**config.mk**
```make
export PLATFORM = sky130hd
export DESIGN_NAME = draw_sprite_flat
export DESIGN_NICKNAME = d
export VERILOG_FILES = /design/src/rtl/draw_sprite_if.sv /design/src/rtl/draw_sprite.sv /design/src/flat_wrapper.sv
export SDC_FILE = /design/constraint.sdc
export NUM_CORES = 1
export LEC_CHECK = 0
export CAP_MARGIN = 20
export CORE_MARGIN = 8
export CORE_UTILIZATION = 38
export CTS_BUF_LIST = sky130_fd_sc_hd__clkbuf_2
export DETAILED_ROUTE_END_ITERATION = 8
export PLACE_DENSITY_LB_ADDON = 0.12
export SYNTH_ARGS = -nofsm -noshare
export SYNTH_HDL_FRONTEND = slang
export SYNTH_SLANG_ARGS = --single-unit
```
**constraint.sdc**
```tcl
create_clock -name pclk -period 10.7 [get_ports pclk]
set_input_delay 2.14 -clock pclk [delete_from_list [all_inputs] [get_ports pclk]]
set_output_delay 2.14 -clock pclk [all_outputs]
set_load 0.01 [all_outputs]
```
**src/rtl/draw_sprite_if.sv**
```systemverilog
// rtl/draw_sprite_if.sv - VGA pixel stream bundle shared by the timing chain
//
// Carries one pixel's worth of timing plus colour.
//   hcount 11  horizontal pixel counter
//   hsync   1  horizontal sync
//   hblnk   1  horizontal blank
//   vcount 11  vertical line counter
//   vsync   1  vertical sync
//   vblnk   1  vertical blank
//   rgb    12  colour, 4:4:4
// master drives the stream, slave receives it.
interface draw_sprite_if;
  logic [10:0] hcount;
  logic        hsync;
  logic        hblnk;
  logic [10:0] vcount;
  logic        vsync;
  logic        vblnk;
  logic [11:0] rgb;

  modport master (output hcount, hsync, hblnk, vcount, vsync, vblnk, rgb);
  modport slave  (input  hcount, hsync, hblnk, vcount, vsync, vblnk, rgb);
endinterface

```
**src/rtl/draw_sprite.sv**
```systemverilog
// rtl/draw_sprite.sv - overlays a ROM-backed sprite onto the VGA stream
//
// Three-stage pipeline: every stream signal is delayed exactly 3 pclk.
// Ports:
//   pclk, rst        pixel clock, asynchronous active-high reset
//   vga_in  (slave)  incoming timing + background colour
//   vga_out (master) delayed timing + overlaid colour
//   xpos, ypos, show sprite position/enable requests, sampled at vblank rise
//   rom_addr         registered {row, col} address into the sprite ROM
//   rom_data         ROM word, valid one pclk after rom_addr
module draw_sprite #(
  parameter int          LOG2_W      = 5,
  parameter int          LOG2_H      = 6,
  parameter logic [11:0] TRANSPARENT = 12'hF0F
) (
  input  logic                     pclk,
  input  logic                     rst,
  draw_sprite_if.slave             vga_in,
  draw_sprite_if.master            vga_out,
  input  logic [10:0]              xpos,
  input  logic [10:0]              ypos,
  input  logic                     show,
  output logic [LOG2_W+LOG2_H-1:0] rom_addr,
  input  logic [11:0]              rom_data
);

  localparam logic [11:0] SPRITE_W = 12'(2 ** LOG2_W);
  localparam logic [11:0] SPRITE_H = 12'(2 ** LOG2_H);

  typedef struct packed {
    logic [10:0] hcount;
    logic        hsync;
    logic        hblnk;
    logic [10:0] vcount;
    logic        vsync;
    logic        vblnk;
    logic [11:0] rgb;
  } stream_t;

  stream_t in_s, s1, s2, out_q;

  logic        vblnk_prev;
  logic [10:0] xpos_q, ypos_q;
  logic        show_q;
  logic        hit, hit_s1, hit_s2;

  assign in_s = {vga_in.hcount, vga_in.hsync, vga_in.hblnk,
                 vga_in.vcount, vga_in.vsync, vga_in.vblnk, vga_in.rgb};

  // 12-bit compare so xpos_q + SPRITE_W cannot wrap back to column 0.
  logic [11:0] h12, v12, x12, y12;
  assign h12 = {1'b0, vga_in.hcount};
  assign v12 = {1'b0, vga_in.vcount};
  assign x12 = {1'b0, xpos_q};
  assign y12 = {1'b0, ypos_q};

  // Blanking gate doubles as the right/bottom clip.
  assign hit = show_q && !vga_in.hblnk && !vga_in.vblnk &&
               (h12 >= x12) && (h12 < x12 + SPRITE_W) &&
               (v12 >= y12) && (v12 < y12 + SPRITE_H);

  logic [LOG2_W-1:0] col;
  logic [LOG2_H-1:0] row;
  assign col = LOG2_W'(h12 - x12);
  assign row = LOG2_H'(v12 - y12);

  // rom_data lines up with S2: address issued at S1, ROM registers it one cycle later.
  logic [11:0] rgb_mux;
  assign rgb_mux = (hit_s2 && rom_data != TRANSPARENT) ? rom_data : s2.rgb;

  // Position is only taken at vblank rise so a frame is never drawn half-moved.
  always_ff @(posedge pclk or posedge rst) begin
    if (rst) begin
      vblnk_prev <= 1'b0;
      xpos_q     <= '0;
      ypos_q     <= '0;
      show_q     <= 1'b0;
    end else begin
      vblnk_prev <= vga_in.vblnk;
      if (vga_in.vblnk && !vblnk_prev) begin
        xpos_q <= xpos;
        ypos_q <= ypos;
        show_q <= show;
      end
    end
  end

  always_ff @(posedge pclk or posedge rst) begin
    if (rst) begin
      s1       <= '0;
      s2       <= '0;
      out_q    <= '0;
      hit_s1   <= 1'b0;
      hit_s2   <= 1'b0;
      rom_addr <= '0;
    end else begin
      s1       <= in_s;
      hit_s1   <= hit;
      rom_addr <= hit ? {row, col} : '0;
      s2       <= s1;
      hit_s2   <= hit_s1;
      out_q    <= {s2.hcount, s2.hsync, s2.hblnk,
                   s2.vcount, s2.vsync, s2.vblnk, rgb_mux};
    end
  end

  assign vga_out.hcount = out_q.hcount;
  assign vga_out.hsync  = out_q.hsync;
  assign vga_out.hblnk  = out_q.hblnk;
  assign vga_out.vcount = out_q.vcount;
  assign vga_out.vsync  = out_q.vsync;
  assign vga_out.vblnk  = out_q.vblnk;
  assign vga_out.rgb    = out_q.rgb;

endmodule

```
**src/flat_wrapper.sv**
```systemverilog
// flat-port wrapper written by rule: the top's interface ports become plain ports
module draw_sprite_flat 
#(
  parameter int          LOG2_W      = 5,
  parameter int          LOG2_H      = 6,
  parameter logic [11:0] TRANSPARENT = 12'hF0F
)
  (pclk, rst, xpos, ypos, show, rom_addr, rom_data, vga_in_hcount, vga_in_hsync, vga_in_hblnk, vga_in_vcount, vga_in_vsync, vga_in_vblnk, vga_in_rgb, vga_out_hcount, vga_out_hsync, vga_out_hblnk, vga_out_vcount, vga_out_vsync, vga_out_vblnk, vga_out_rgb);
  draw_sprite_if vga_in_i ();
  draw_sprite_if vga_out_i ();
  input  logic pclk;
  input  logic rst;
  input  logic [10:0] xpos;
  input  logic [10:0] ypos;
  input  logic show;
  output logic [LOG2_W+LOG2_H-1:0] rom_addr;
  input  logic [11:0] rom_data;
  input wire logic [$bits(vga_in_i.hcount)-1:0] vga_in_hcount;
  input wire logic [$bits(vga_in_i.hsync)-1:0] vga_in_hsync;
  input wire logic [$bits(vga_in_i.hblnk)-1:0] vga_in_hblnk;
  input wire logic [$bits(vga_in_i.vcount)-1:0] vga_in_vcount;
  input wire logic [$bits(vga_in_i.vsync)-1:0] vga_in_vsync;
  input wire logic [$bits(vga_in_i.vblnk)-1:0] vga_in_vblnk;
  input wire logic [$bits(vga_in_i.rgb)-1:0] vga_in_rgb;
  output wire logic [$bits(vga_out_i.hcount)-1:0] vga_out_hcount;
  output wire logic [$bits(vga_out_i.hsync)-1:0] vga_out_hsync;
  output wire logic [$bits(vga_out_i.hblnk)-1:0] vga_out_hblnk;
  output wire logic [$bits(vga_out_i.vcount)-1:0] vga_out_vcount;
  output wire logic [$bits(vga_out_i.vsync)-1:0] vga_out_vsync;
  output wire logic [$bits(vga_out_i.vblnk)-1:0] vga_out_vblnk;
  output wire logic [$bits(vga_out_i.rgb)-1:0] vga_out_rgb;
  assign vga_in_i.hcount = vga_in_hcount;
  assign vga_in_i.hsync = vga_in_hsync;
  assign vga_in_i.hblnk = vga_in_hblnk;
  assign vga_in_i.vcount = vga_in_vcount;
  assign vga_in_i.vsync = vga_in_vsync;
  assign vga_in_i.vblnk = vga_in_vblnk;
  assign vga_in_i.rgb = vga_in_rgb;
  assign vga_out_hcount = vga_out_i.hcount;
  assign vga_out_hsync = vga_out_i.hsync;
  assign vga_out_hblnk = vga_out_i.hblnk;
  assign vga_out_vcount = vga_out_i.vcount;
  assign vga_out_vsync = vga_out_i.vsync;
  assign vga_out_vblnk = vga_out_i.vblnk;
  assign vga_out_rgb = vga_out_i.rgb;
  draw_sprite #(.LOG2_W(LOG2_W), .LOG2_H(LOG2_H), .TRANSPARENT(TRANSPARENT)) u_core (.pclk(pclk), .rst(rst), .vga_in(vga_in_i), .vga_out(vga_out_i), .xpos(xpos), .ypos(ypos), .show(show), .rom_addr(rom_addr), .rom_data(rom_data));
endmodule
```
==> run summary <==
CP arrival: 4740 ps
Main synth FF type: dfrtp_1
Hpwl dp: 8.32 mm
Starting density of the core: 39.0%
Reg2Reg Setup Slack: 7940 ps
Post-route DRC violation count: 0
Area Growth Syn to Fin: 31.9%
Core area: 13900 sq um
Max capacitance violation total: 0
Reg2reg start: u_core.xpos_q[7]$_DFFE_PP0P_
Layout cell share with drive strength beyond 1: 9.71%
Element type at the critical path end: register
Die ar.: 18400 sq um
Pwr Density: 160 nW/um^2
Crit path time final: 4130 ps
CP Max Fanout: 12
Worst skew pair latency: 690 ps
Hold buffer count at cts: 0
Number of global-route vias before repair: 3656
Final WS setup: 6570 ps
CP startpoint kind: input pin
Worst Skew: 21.7 ps
Cells after synthesis: 396
# H-tree levels: 4
Worst path required time: 11310 ps
Buffers on Ports: 123
Fillers: 1253
Final GP Congestion: 0.771
Dpl cells: 694
Clk sinks: 150
Leakage: 3.20 nW
Register area share after synthesis: 69.1%
CTS Buf Count: 17
Drt total wl: 11.2 mm
Post-synth cell types: 40
Final hold violations: 0
Worst r2r dst: u_core.rom_addr[4]$_DFF_PP0_
Initial antenna violation count: 3
Layout Cells excl Fill: 728
Seq cells post-synth: 150
First-pass GRT wire length: 18.4 mm
GRT overflow: 0
Register-to-Register Path Depth: 9
EDFF count, synth: 0
Largest net degree at the start of global routing: 85
Final Slew Violations: 0
First-pass detailed-route iteration total: 4
Hold Crit Class: register to register
Status: completed
Syn Nets: 508
Final #Nets: 645
Drt wl/cell: 15.4 microns
Post-DRT Antenna Nets: 0
Final setup vio count: 0
Max rail drop VDD: 0.0768 mV
Drt via density: 4.59
Setup TNS: 0 ps
Post-CTS Setup Inserts: 0
Worst-margin pin slew: 946 ps
Worst relative slew slack: 36.5%
Clock root cell: clkbuf_2
PostCTS Resize Cnt: 0
Crit path kind: input pin to register
Io pins: 124
Hold depth: 0
CP startpoint: vga_in_hcount[0]
Crit share post-route: 38.6%
Min-Delay Startpoint: u_core.s2[24]$_DFF_PP0_
Die W: 136 microns
RSZ-0062 raised after global routing: false
Ys async rst share: 100%
Die height: 136 microns
Min Hold Slack: 355 ps
Avg Inst Size Synth: 13.7 sq um
Most frequent cells in the layout: 150 x dfrtp_1, 123 x clkdlybuf4s50_1, 35 x nand2_1, 35 x ha_1, 30 x inv_1
Max Freq: 0.242 GHz
Clock buffer depth: 2
Vias: 3345
Cell Rows: 43
Mapped cell area: 5430 sq um
Gr usage total: 13.1%
DR iter-0 viols: 127
YS warnings: 0
Most common cell after layout, fill and taps aside: dfrtp_1
Worst Hold End: u_core.vga_out.vcount[10]$_DFF_PP0_
CTS tree: built
Setup WS pre-CTS: 5800 ps
CTS clk-pin slew, worst paths: 200 ps
-- flip-flops by register name, indices dropped and copies added, names as in the netlist --
register	count
u_core.xpos_q	11
u_core.hit_s1	1
u_core.s1	37
u_core.show_q	1
u_core.s2	38
u_core.vga_out.hsync	1
u_core.vga_out.vcount	11
u_core.rom_addr	11
u_core.vga_out.rgb	12
u_core.vga_out.vsync	1
u_core.vblnk_prev	1
u_core.vga_out.hcount	11
u_core.hit_s2	1
u_core.vga_out.vblnk	1
u_core.vga_out.hblnk	1
u_core.ypos_q	11
-- synth_stat cells (3+ instances only) --
library cell	instances	area [sq um]
mux2_2	10	113
a21o_1	6	45.0
nor2b_1	6	37.5
o21ai_0	27	135
o211ai_1	3	22.5
nand4_1	4	25.0
ha_1	35	438
clkbuf_1	5	18.8
dfrtp_1	150	3750
nand3_1	8	40.0
nor2_2	4	25.0
nor2_1	13	48.8
xnor2_1	10	87.6
nand2_1	35	131
inv_1	31	116
a211oi_1	3	22.5
a21oi_1	18	90.1
-- critical path: stages --
cell and delay, ps:
clkdlybuf4s50_1 420, inv_1 70, ha_1 150, inv_1 60, fa_1 400, nand3_1 150
a21o_1 130, a31oi_1 130, a2111oi_4 350, nand4_2 420, a21oi_1 300
-- routing by layer --
metal  up-vias  part of all wire [%]  global-route usage, %
li1       1614                     -                      -
met1      1623                    44                   15.4
met2        93                    48                   20.7
met3        13                   7.3                   5.79
met4         2                   1.1                   5.00
met5         -                  0.12                      0
-- logic make-up (layout without fill, tap and decap cells) --
group	count (synthesis)	count (layout)	share of synthesized area [%]
AOI/OAI and AO/OA	65	65	7.49
xor gates and xnor gates	12	12	1.94
adders and majority gates	37	37	8.80
buffers and inverters	38	188	2.83
DFF	150	150	69.1
muxes	10	10	2.07
other	0	2	0
and+or+nand+nor	84	84	7.76
-- how the worst max path moves through the flow --
| stage | to | slack [ps] | cells after the start |
|---|---|---|---|
| 3_3_place_gp | u_core.rom_addr[9]$_DFF_PP0_ | 5890 | 11 |
| 5_1_grt | u_core.rom_addr[9]$_DFF_PP0_ | 6450 | 11 |
| 3_5_place_dp | u_core.rom_addr[9]$_DFF_PP0_ | 5800 | 11 |
| 6_report | u_core.rom_addr[4]$_DFF_PP0_ | 6570 | 11 |
| 4_1_cts | u_core.rom_addr[4]$_DFF_PP0_ | 6640 | 11 |
| 2_1_floorplan | u_core.hit_s1$_DFF_PP0_ | 4520 | 1 |
-- power by group --
group / switching (mW) / internal (mW) / leakage [nW] / total, mW
Clock: 0.204 / 0.156 / 0.169 / 0.359
Combinational: 0.0875 / 0.0864 / 1.24 / 0.174
Sequential: 0.0135 / 0.601 / 1.79 / 0.614
Total: 0.305 / 0.843 / 3.20 / 1.15
-- through the flow --
step	util (%)	total power, mW	instance area, sq um
after detailed placement	49.3	0.802	6870
final	51.4	1.15	7160
after floorplan	-	0.724	5430
after global routing	51.4	1.22	7160
after CTS	51.4	1.17	7160
after global placement	49.3	0.797	6870
-- final cells by class --
cell class,count,area (sq um),share of cell area (%)
multi-input combinational,208,1530,21.3
sequential,150,3750,52.4
clock buffer,17,85.1,1.19
tap,180,225,3.14
inverter,31,121,1.69
timing repair buffer,125,1250,17.4
antenna,2,5.00,0.0699
clock inverter,15,199,2.78
Power figures use the tool's default switching activity.
